[config.mk]
export PLATFORM = sky130hd
export DESIGN_NAME = lift_request_scheduler_flat
export DESIGN_NICKNAME = d
export VERILOG_FILES = /design/src/rtl/lift_request_scheduler_pkg.sv /design/src/rtl/lift_request_scheduler_if.sv /design/src/rtl/lift_request_scheduler_debounce.sv /design/src/rtl/lift_request_scheduler.sv /design/src/flat_wrapper.sv
export SDC_FILE = /design/constraint.sdc
export NUM_CORES = 1
export LEC_CHECK = 0
export ABC_CLOCK_PERIOD_IN_PS = 1340
export CAP_MARGIN = 20
export CORE_UTILIZATION = 37
export DETAILED_ROUTE_END_ITERATION = 16
export PLACE_DENSITY = 0.58
export SYNTH_ARGS = -nofsm -noshare
export SYNTH_HDL_FRONTEND = slang
export SYNTH_HIERARCHICAL = 1
export SYNTH_SLANG_ARGS = --single-unit
[constraint.sdc]
create_clock -name clk -period 1.34 [get_ports clk]
set_input_delay 0.268 -clock clk [delete_from_list [all_inputs] [get_ports clk]]
set_output_delay 0.268 -clock clk [all_outputs]
set_load 0.03 [all_outputs]
[src/rtl/lift_request_scheduler_pkg.sv]
// Shared types and helpers for the lift request scheduler.
// Latency: n/a (types, constants and a combinational helper only).
// Backpressure: n/a.
package lift_pkg;

    typedef enum logic [2:0] {
        S_IDLE    = 3'd0,
        S_SELECT  = 3'd1,
        S_DRIVE   = 3'd2,
        S_ARRIVED = 3'd3,
        S_FAULT   = 3'd4
    } state_t;

    typedef enum logic {
        DIR_UP   = 1'b0,
        DIR_DOWN = 1'b1
    } dir_t;

    localparam logic [2:0] FLOOR_G = 3'b001;
    localparam logic [2:0] FLOOR_1 = 3'b010;
    localparam logic [2:0] FLOOR_2 = 3'b100;

    // True when the car position vector names exactly one floor.
    function automatic logic floor_valid(input logic [2:0] pos);
        return (pos == FLOOR_G) || (pos == FLOOR_1) || (pos == FLOOR_2);
    endfunction

    // Nearest pending floor strictly beyond pos in direction d, one-hot; 0 if none.
    function automatic logic [2:0] nearest_pending(input logic [2:0] pend,
                                                   input logic [2:0] pos,
                                                   input dir_t       d);
        logic [2:0] pick;
        pick = 3'b000;
        if (d == DIR_UP) begin
            if (pos == FLOOR_G) begin
                if (pend[1])      pick = FLOOR_1;
                else if (pend[2]) pick = FLOOR_2;
            end else if (pos == FLOOR_1) begin
                if (pend[2])      pick = FLOOR_2;
            end
        end else begin
            if (pos == FLOOR_2) begin
                if (pend[1])      pick = FLOOR_1;
                else if (pend[0]) pick = FLOOR_G;
            end else if (pos == FLOOR_1) begin
                if (pend[0])      pick = FLOOR_G;
            end
        end
        return pick;
    endfunction

endpackage

[src/rtl/lift_request_scheduler_if.sv]
// Button, car-position and target signals between the lift environment and the scheduler.
// Latency: n/a (wiring only).
// Backpressure: none; targets are held levels, buttons and position are free-running inputs.
interface lift_request_scheduler_if;
    logic       btn_ground;
    logic       btn_first;
    logic       btn_second;
    logic       curr1;
    logic       curr2;
    logic       curr3;
    logic       idle;
    logic       ground;
    logic       first;
    logic       second;
    logic [2:0] pending;
    logic       busy;
    logic       fault;

    // Environment side: buttons and lift_controller status in, targets out.
    modport master (
        output btn_ground, btn_first, btn_second, curr1, curr2, curr3, idle,
        input  ground, first, second, pending, busy, fault
    );

    // Scheduler side.
    modport slave (
        input  btn_ground, btn_first, btn_second, curr1, curr2, curr3, idle,
        output ground, first, second, pending, busy, fault
    );
endinterface

[src/rtl/lift_request_scheduler_debounce.sv]
// Synchronises one raw button and emits a single-cycle pulse when a press is accepted.
// Latency: pulse is seen in the cycle before the edge that completes 2 sync + DEBOUNCE_CYCLES highs.
// Backpressure: none; the pulse is fire-and-forget.
module lift_debounce #(
    parameter int DEBOUNCE_CYCLES = 4
) (
    input  logic clk,
    input  logic rst_n,
    input  logic btn,
    output logic rise
);
    localparam int              CW       = $clog2(DEBOUNCE_CYCLES + 1);
    localparam logic [CW-1:0]   CNT_MAX  = CW'(DEBOUNCE_CYCLES);
    localparam logic [CW-1:0]   CNT_LAST = CW'(DEBOUNCE_CYCLES - 1);

    logic          sync1;
    logic          sync2;
    logic [CW-1:0] cnt;

    // Two-flop synchroniser for the asynchronous button.
    always_ff @(posedge clk or negedge rst_n) begin
        if (!rst_n) begin
            sync1 <= 1'b0;
            sync2 <= 1'b0;
        end else begin
            sync1 <= btn;
            sync2 <= sync1;
        end
    end

    // Count consecutive synced highs; the first low clears, the count parks at its max.
    always_ff @(posedge clk or negedge rst_n) begin
        if (!rst_n) begin
            cnt <= '0;
        end else if (!sync2) begin
            cnt <= '0;
        end else if (cnt != CNT_MAX) begin
            cnt <= cnt + CW'(1);
        end
    end

    // The debounced level turns on when cnt reaches max; pulse on the sample that gets it there.
    assign rise = sync2 && (cnt == CNT_LAST);

endmodule

[src/rtl/lift_request_scheduler.sv]
// Debounces call buttons, latches pending requests and dispatches one target floor at a time.
// Latency: press to pending 2+DEBOUNCE_CYCLES cycles; pending to target output 2 cycles.
// Backpressure: none; targets are held while driving, requests on other floors always latch.
module lift_request_scheduler
    import lift_pkg::*;
#(
    parameter int DEBOUNCE_CYCLES = 4,
    parameter int DOOR_CYCLES     = 8,
    parameter int DRIVE_TIMEOUT   = 1024
) (
    input  logic                    clk,
    input  logic                    reset_n,
    lift_request_scheduler_if.slave bus
);
    localparam int               DW        = $clog2(DOOR_CYCLES + 1);
    localparam int               TW        = $clog2(DRIVE_TIMEOUT + 1);
    localparam logic [DW-1:0]    DOOR_LAST = DW'(DOOR_CYCLES - 1);
    localparam logic [TW-1:0]    TO_LAST   = TW'(DRIVE_TIMEOUT - 1);

    logic          rst_meta;
    logic          rst_n;
    logic [2:0]    rise_vec;
    logic [2:0]    curr_vec;
    logic          curr_ok;

    state_t        state, state_nxt;
    dir_t          dir, dir_nxt;
    logic [2:0]    tgt, tgt_nxt;
    logic [2:0]    pending, pending_nxt;
    logic [2:0]    clr_mask;
    logic [2:0]    drop_mask;
    logic [2:0]    sel_fwd;
    logic [2:0]    sel_rev;
    logic [DW-1:0] dwell_cnt;
    logic [TW-1:0] to_cnt;
    logic [2:0]    tgt_out;

    // Reset asserts asynchronously everywhere but releases on a clock edge.
    always_ff @(posedge clk or negedge reset_n) begin
        if (!reset_n) begin
            rst_meta <= 1'b0;
            rst_n    <= 1'b0;
        end else begin
            rst_meta <= 1'b1;
            rst_n    <= rst_meta;
        end
    end

    lift_debounce #(.DEBOUNCE_CYCLES(DEBOUNCE_CYCLES)) u_deb_g (
        .clk(clk), .rst_n(rst_n), .btn(bus.btn_ground), .rise(rise_vec[0]));
    lift_debounce #(.DEBOUNCE_CYCLES(DEBOUNCE_CYCLES)) u_deb_1 (
        .clk(clk), .rst_n(rst_n), .btn(bus.btn_first),  .rise(rise_vec[1]));
    lift_debounce #(.DEBOUNCE_CYCLES(DEBOUNCE_CYCLES)) u_deb_2 (
        .clk(clk), .rst_n(rst_n), .btn(bus.btn_second), .rise(rise_vec[2]));

    assign curr_vec = {bus.curr3, bus.curr2, bus.curr1};
    assign curr_ok  = floor_valid(curr_vec);
    assign sel_fwd  = nearest_pending(pending, curr_vec, dir);
    assign sel_rev  = nearest_pending(pending, curr_vec, (dir == DIR_UP) ? DIR_DOWN : DIR_UP);

    // State, direction, target and pending registers.
    always_ff @(posedge clk or negedge rst_n) begin
        if (!rst_n) begin
            state   <= S_IDLE;
            dir     <= DIR_UP;
            tgt     <= 3'b000;
            pending <= 3'b000;
        end else begin
            state   <= state_nxt;
            dir     <= dir_nxt;
            tgt     <= tgt_nxt;
            pending <= pending_nxt;
        end
    end

    // Next-state, target selection and pending set/clear.
    always_comb begin
        state_nxt = state;
        dir_nxt   = dir;
        tgt_nxt   = tgt;
        clr_mask  = 3'b000;
        drop_mask = 3'b000;
        case (state)
            S_IDLE: begin
                if ((pending != 3'b000) && curr_ok) state_nxt = S_SELECT;
            end
            S_SELECT: begin
                if (curr_ok) begin
                    if ((pending & curr_vec) != 3'b000) begin
                        // Already at a requested floor: open the door without driving.
                        tgt_nxt   = curr_vec;
                        clr_mask  = curr_vec;
                        state_nxt = S_ARRIVED;
                    end else if (sel_fwd != 3'b000) begin
                        tgt_nxt   = sel_fwd;
                        state_nxt = S_DRIVE;
                    end else begin
                        dir_nxt   = (dir == DIR_UP) ? DIR_DOWN : DIR_UP;
                        tgt_nxt   = sel_rev;
                        state_nxt = S_DRIVE;
                    end
                end
            end
            S_DRIVE: begin
                if (bus.idle && (curr_vec == tgt)) begin
                    clr_mask  = tgt;
                    state_nxt = S_ARRIVED;
                end else if (to_cnt == TO_LAST) begin
                    state_nxt = S_FAULT;
                end
            end
            S_ARRIVED: begin
                // Door is open at tgt: presses there are meaningless.
                drop_mask = tgt;
                if (dwell_cnt == DOOR_LAST) state_nxt = S_IDLE;
            end
            S_FAULT: begin
                state_nxt = S_FAULT;
            end
            default: begin
                state_nxt = S_IDLE;
            end
        endcase
        pending_nxt = (pending | (rise_vec & ~drop_mask)) & ~clr_mask;
    end

    // Door dwell and drive timeout counters restart on every entry to their state.
    always_ff @(posedge clk or negedge rst_n) begin
        if (!rst_n) begin
            dwell_cnt <= '0;
            to_cnt    <= '0;
        end else begin
            dwell_cnt <= (state == S_ARRIVED) ? dwell_cnt + DW'(1) : '0;
            to_cnt    <= (state == S_DRIVE)   ? to_cnt + TW'(1)    : '0;
        end
    end

    assign tgt_out     = (state == S_DRIVE) ? tgt : 3'b000;
    assign bus.ground  = tgt_out[0];
    assign bus.first   = tgt_out[1];
    assign bus.second  = tgt_out[2];
    assign bus.pending = pending;
    assign bus.busy    = (state != S_IDLE);
    assign bus.fault   = (state == S_FAULT);

endmodule

[src/flat_wrapper.sv]
// flat-port wrapper written by rule: the top's interface ports become plain ports
module lift_request_scheduler_flat import lift_pkg::*;
#(
    parameter int DEBOUNCE_CYCLES = 4,
    parameter int DOOR_CYCLES     = 8,
    parameter int DRIVE_TIMEOUT   = 1024
)
  (clk, reset_n, bus_btn_ground, bus_btn_first, bus_btn_second, bus_curr1, bus_curr2, bus_curr3, bus_idle, bus_ground, bus_first, bus_second, bus_pending, bus_busy, bus_fault);
  lift_request_scheduler_if bus_i ();
  input  logic clk;
  input  logic reset_n;
  input wire logic [$bits(bus_i.btn_ground)-1:0] bus_btn_ground;
  input wire logic [$bits(bus_i.btn_first)-1:0] bus_btn_first;
  input wire logic [$bits(bus_i.btn_second)-1:0] bus_btn_second;
  input wire logic [$bits(bus_i.curr1)-1:0] bus_curr1;
  input wire logic [$bits(bus_i.curr2)-1:0] bus_curr2;
  input wire logic [$bits(bus_i.curr3)-1:0] bus_curr3;
  input wire logic [$bits(bus_i.idle)-1:0] bus_idle;
  output wire logic [$bits(bus_i.ground)-1:0] bus_ground;
  output wire logic [$bits(bus_i.first)-1:0] bus_first;
  output wire logic [$bits(bus_i.second)-1:0] bus_second;
  output wire logic [$bits(bus_i.pending)-1:0] bus_pending;
  output wire logic [$bits(bus_i.busy)-1:0] bus_busy;
  output wire logic [$bits(bus_i.fault)-1:0] bus_fault;
  assign bus_i.btn_ground = bus_btn_ground;
  assign bus_i.btn_first = bus_btn_first;
  assign bus_i.btn_second = bus_btn_second;
  assign bus_i.curr1 = bus_curr1;
  assign bus_i.curr2 = bus_curr2;
  assign bus_i.curr3 = bus_curr3;
  assign bus_i.idle = bus_idle;
  assign bus_ground = bus_i.ground;
  assign bus_first = bus_i.first;
  assign bus_second = bus_i.second;
  assign bus_pending = bus_i.pending;
  assign bus_busy = bus_i.busy;
  assign bus_fault = bus_i.fault;
  lift_request_scheduler #(.DEBOUNCE_CYCLES(DEBOUNCE_CYCLES), .DOOR_CYCLES(DOOR_CYCLES), .DRIVE_TIMEOUT(DRIVE_TIMEOUT)) u_core (.clk(clk), .reset_n(reset_n), .bus(bus_i));
endmodule
# Word level (Yosys, flattened, before mapping)
# Cells that the tools add are included.
[word_totals]
inputBits = 9
reg_bits = 42
output_inout_bits = 8
[classes]
n_bitwise = 8
n_reduce_logical = 15
eq_ne = 23
add_sub_neg = 5
mux = 34
[ops]
columns = ["operator", "n"]
rows = [
  ["3-bit 2-to-1 mux", 27],
  ["3-bit by 2-bit equality test with 1-bit output (second input constant)", 6],
  ["3-bit one-hot mux with 5 select lines", 1],
  ["2-bit by 1-bit != test with 1-bit output (second input constant)", 6],
  ["3-bit nonzero test", 4],
  ["11-bit by 1-bit adder with 11-bit output (second input constant)", 1],
  ["11-bit by 10-bit equality test with 1-bit output (second input constant)", 1],
  ["11-bit 2-to-1 mux", 1],
  ["3-bit by 1-bit adder with 3-bit output (second input constant)", 3],
  ["3-bit bitwise AND", 3],
  ["3-bit != test (second input constant)", 3],
  ["4-bit AND reduction", 2],
  ["3-bit by 1-bit equality test with 1-bit output (second input constant)", 2],
  ["3-bit equality test (second input constant)", 2],
  ["3-bit inverter", 2],
  ["3-bit one-hot mux with 2 select lines", 1],
  ["1-bit logical AND", 5],
  ["4-bit by 1-bit adder with 4-bit output (second input constant)", 1],
  ["4-bit by 3-bit equality test with 1-bit output (second input constant)", 1],
  ["4-bit 2-to-1 mux", 1],
  ["3-bit equality test", 1],
  ["3-bit zero test", 1],
  ["1-bit 2-to-1 mux", 3],
  ["3-bit by 1-bit != test with 1-bit output (second input constant)", 1],
  ["4 further kinds", 6],
]

# Depth between registers and ports, before layout
[logic_depth]
depth_word = 7
depth_mapped = 7
depth_no_buf = 6

# Hierarchy
# The synthesis kept the hierarchy.
[by_module_without_submodules]
columns = ["mod", "cells_each", "area_per_inst_um2", "n_inst"]
rows = [
  ["lift_request_scheduler", 163, 1505.2, 1],
  ["lift_debounce", 20, 227.7, 3],
]

# Worst setup path before layout
# No wires, ideal clock.
[synth_timing]
path_kind = "flip-flop to flip-flop"
startpoint = "register u_core.pending[1] (netlist: u_core/bus.pending[1])"
endpoint = "register u_core.tgt[1]"
slack_ns = -0.335
stages_incl_launch_ff = 7
t_required_ns = 1.217
arrival_time_ns = 1.552
path_buffers = 1
cell_sequence = "dfrtp_1 buf_6 a222oi_1 or2b_1 a211oi_1 a21oi_2 o21ai_1"
[synth_between]
elab_chain_cells = 6
word_cells_on_any_way = 11
[synth_rtl]
columns = ["element", "line", "source"]
rows = [
  ["start, declared", "lift_request_scheduler.sv:29", "logic [2:0] pending, pending_nxt;"],
  ["start signal, assigned", "lift_request_scheduler.sv:72", "pending <= pending_nxt;"],
  ["3-bit 2-to-1 mux, on equally long branches", "lift_request_scheduler_pkg.sv:36, lift_request_scheduler_pkg.sv:43", ""],
  ["3-bit 2-to-1 mux, on equally long branches", "lift_request_scheduler_pkg.sv:35, lift_request_scheduler_pkg.sv:42", ""],
  ["3-bit 2-to-1 mux", "lift_request_scheduler_pkg.sv:34", "if (d == DIR_UP) begin"],
  ["3-bit nonzero test", "lift_request_scheduler.sv:94", "end else if (sel_fwd != 3'b000) begin"],
  ["3-bit 2-to-1 mux", "lift_request_scheduler.sv:94", ""],
  ["3-bit 2-to-1 mux (*)", "lift_request_scheduler.sv:89", "if ((pending & curr_vec) != 3'b000) begin"],
  ["end signal, assigned", "lift_request_scheduler.sv:71", "tgt <= tgt_nxt;"],
  ["end, declared", "lift_request_scheduler.sv:28", "logic [2:0] tgt, tgt_nxt;"],
]
# Mark *: on every way between the ends. The rest lies on a longest branch, timed or not.
# A chain may end at the register's enable or synchronous reset.

# Final worst setup path
[layout_timing]
startpoint = "register u_core.state[0]"
endpoint = "output bus_second"
[layout_between]
elab_chain_cells = 2
[layout_rtl]
columns = ["element", "line", "source"]
rows = [
  ["start, declared", "lift_request_scheduler.sv:26", "state_t state, state_nxt;"],
  ["start signal, assigned", "lift_request_scheduler.sv:69", "state <= state_nxt;"],
  ["3-bit by 2-bit equality test with 1-bit output", "lift_request_scheduler.sv:138", "assign tgt_out = (state == S_DRIVE) ? tgt : 3'b000;"],
  ["3-bit 2-to-1 mux", "lift_request_scheduler.sv:138", ""],
  ["end, declared", "flat_wrapper.sv:21", "output wire logic [$bits(bus_i.second)-1:0] bus_second;"],
]
# No other way between the ends.

==> metrics.yaml <==
critical_path:
  arrival_ns: 1.26
  critPathKind: "reg -> out"
  path_cells: "inv_2 > and3_4 > and2_4 > buf_6"
  critPathRequiredTime_ns: 1.07
  critPathLaunchType: "flop"
  cpPeakStageDelay_ns: 0.43
  worst_setup_path_end_kind: "output pin"
  crit_fanout: 4
  crit_slowest_cell: "dfrtp_1"
placement:
  placed_area_mm2: 0.002693
  placed_cells: 343
  portBuffers: 16
  gp_congestion: 0.8395
  hpwl_um: 3243
clock_network:
  cts.clk_slew.worst_paths_ns: 0.08
  tritoncts: "built"
  clk_latency_ns: 0.29
  htreeDepth: 2
  cts_buffers: 5
  cts.sinks: 42
  hold_buffers: 0
  clockBufferDepth: 2
  cts-root-buf: "clkbuf_8"
timing:
  setup_violations: 17
  layout_setup_ws_ns: -0.1918
  finalCriticalPeriod_ns: 1.532
  period_share_pct: 114.3
  finClkSkew_ns: 0.005661
  hold_viol: 0
  whs_ns: 0.1121
  max_clock_freq_mhz: 652.8
  slew_violations: 0
  tns_ns: -1.944
  rsz0062_at_grt: "yes"
synth:
  synth_seq_area_share_pct: 48.03
  avgSynthCellArea_um2: 9.813
  synth-seq-cells: 42
  async_flop_share_pct: 100.0
  synth_edf_count: 0
  yosys_warnings: 6
  synth-main-ff-cell: "dfrtp_1"
  syn_nets: 243
  postSynthCellCount: 223
  ys_types: 49
  syn-cell-area_mm2: 0.002188
floorplan:
  start_util_pct: 39.02
  die_h_um: 78.91
  row_count: 27
  die_x_um: 78.91
  core_region_area_mm2: 0.005608
  io-pin-count: 17
  die_area_mm2: 0.006226
detailed_routing:
  first_iter_violations: 75
  vias_per_cell: 4.901
  wire_per_inst_um: 13.04
  ant_nets: 0
  firstDrtPassIters: 4
  route.detailed.drc: 0
  drt_wl_total_um: 4719
  via_count: 1774
power_and_ir_drop:
  pwr_density_cell_mw_per_mm2: 1727
  power_leakage_nw: 1.396
  ir_drop_mv: 0.9387
global_route:
  grt_usage_pct: 16.75
  grt_pass1_vias: 1715
  grt_pass1_wl_um: 7955
  gr-total-overflow: 0
  grt_max_degree: 36
  antenna_found_initial: 0
cells_and_area:
  fill_cells: 525
  antenna_cells: 0
  drive_gt1_share_pct: 34.14
  fin_area_mm2: 0.003054
  area_growth_pct: 39.57
  fin_nets: 309
  fin_cells: 362
run:
  cap_violations: 0
run_status:
  status: "finished with violations"
  violations: "setup timing"
min_path:
  hold_class: "reg -> async"
==> cells in the final DEF, fill, tap and decap left out, types with 5 or more instances in the layout <==
cell and n:
inv_1 14, ha_1 10, nand3_1 9, nand2_1 16, a21oi_1 8, buf_6 16, clkbuf_8 5, xor2_1 7
o21ai_0 5, clkdlybuf4s50_1 5, xnor2_1 7, nor2_1 19, dfrtp_1 39, buf_4 42
==> path summary, 6_finish.rpt <==
check	slack (ns)	startpoint	depth (start not counted)	end
min in group clk	0.36	u_core/rst_meta	0	u_core/rst_n
hold / removal	0.11	u_core/rst_n	0	u_core/u_deb_2/sync1
setup / recovery	-0.19	u_core/state[0]	4	bus_second
setup reg to reg	-0.19	u_core/state[1]	6	u_core/bus.pending[2]
max in group asynchronous	0.74	u_core/rst_n	1	u_core/bus.pending[0]
hold reg to reg	0.11	u_core/rst_n	0	u_core/u_deb_2/sync1
==> power by group <==
group	total, W	internal [W]	switching (W)
clock network	0.000982	0.000558	0.000424
registers	0.00182	0.00155	0.000275
logic	0.00247	0.00128	0.00119
==> flip-flops by register name, summed over array words and instances (netlist names) <==
register	flops
u_core/bus.pending	3
u_core/dir	1
u_core/dwell_cnt	4
u_core/rst_meta	1
u_core/rst_n	1
u_core/state	3
u_core/tgt	3
u_core/to_cnt	11
u_core/u_deb_1/cnt	3
u_core/u_deb_1/sync1	1
u_core/u_deb_1/sync2	1
u_core/u_deb_2/cnt	3
u_core/u_deb_2/sync1	1
u_core/u_deb_2/sync2	1
u_core/u_deb_g/cnt	3
u_core/u_deb_g/sync1	1
u_core/u_deb_g/sync2	1
==> Yosys cell counts (2+ instances only) <==
library cell  count  area share [%]
o21ai_1           4            0.91
xnor2_1           7             2.8
nand2b_1          2            0.57
nand4_1           2            0.57
mux2i_1           4             1.8
and2_1            7             2.0
a211oi_1          2            0.69
nand2_1          19             3.3
or4_1             2            0.69
nor2_1           20             3.4
buf_6             2             1.0
or3_1             2            0.57
a21boi_0          3             1.0
a21oi_1          10             2.3
ha_1             11             6.3
nor3_1            3            0.69
and3_1            4             1.1
nand3_1          12             2.7
buf_4             4             1.4
inv_1            15             2.6
o21ai_0           6             1.4
o21a_1            4             1.4
nand3b_1          3             1.0
o21ai_2           2            0.80
xor2_1            7             2.8
nor3b_1           2            0.69
dfrtp_1          42              48
==> layer usage <==
layer	vias up	global-route usage, %	share of wire (%)
met2	21	26.61	48
met1	850	22.22	48
met5	-	0	0
met4	0	6.545	1.1
li1	899	-	-
met3	4	3.678	2.8
==> what timing repair did <==
item	CTS	global route
resized for setup	31	18
buffers inserted	10	3
endpoints found under the setup margin	19	22
pin swaps	11	3
cloned	0	0
==> metrics by stage <==
stage / power [W] / util (%) / worst slack, ns
floorplan: 0.002945 / - / -0.2649
global placement: 0.003782 / 48.01 / -0.5253
detailed placement: 0.003800 / 48.01 / -0.5606
CTS: 0.005157 / 53.15 / -0.2084
global route: 0.005655 / 54.46 / -0.2575
finish: 0.005275 / 54.46 / -0.1918
==> cell families after synthesis <==
| kind of cell | synth area share (%) |
|---|---|
| adder cells (fa/ha/maj) | 6.289 |
| buffers and inverters | 5.374 |
| AO/OA/AOI/OAI | 12.58 |
| AND/OR/NAND/NOR | 20.13 |
| XOR/XNOR | 5.603 |
| flip-flops | 48.03 |
| multiplexers | 1.830 |
| other | 0.1714 |
==> worst max-delay path, delay by kind of cell, from the launching register on <==
kind	cells	cell delay (ns)
flip-flops	1	0.43
buffers and inverters	2	0.19
AND/OR/NAND/NOR	2	0.36
==> area by class of cell <==
| type | instances | area (um2) | area share, % |
|---|---|---|---|
| clock buffers | 7 | 76.32 | 2.499 |
| clock inverters | 1 | 30.03 | 0.9832 |
| inverters | 15 | 56.30 | 1.844 |
| multi-input cells | 158 | 1155 | 37.81 |
| flip-flops and latches | 42 | 1055 | 34.53 |
| well taps | 72 | 90.09 | 2.950 |
| repair buffers | 67 | 591.8 | 19.38 |
(Power assumes the default switching activity.)
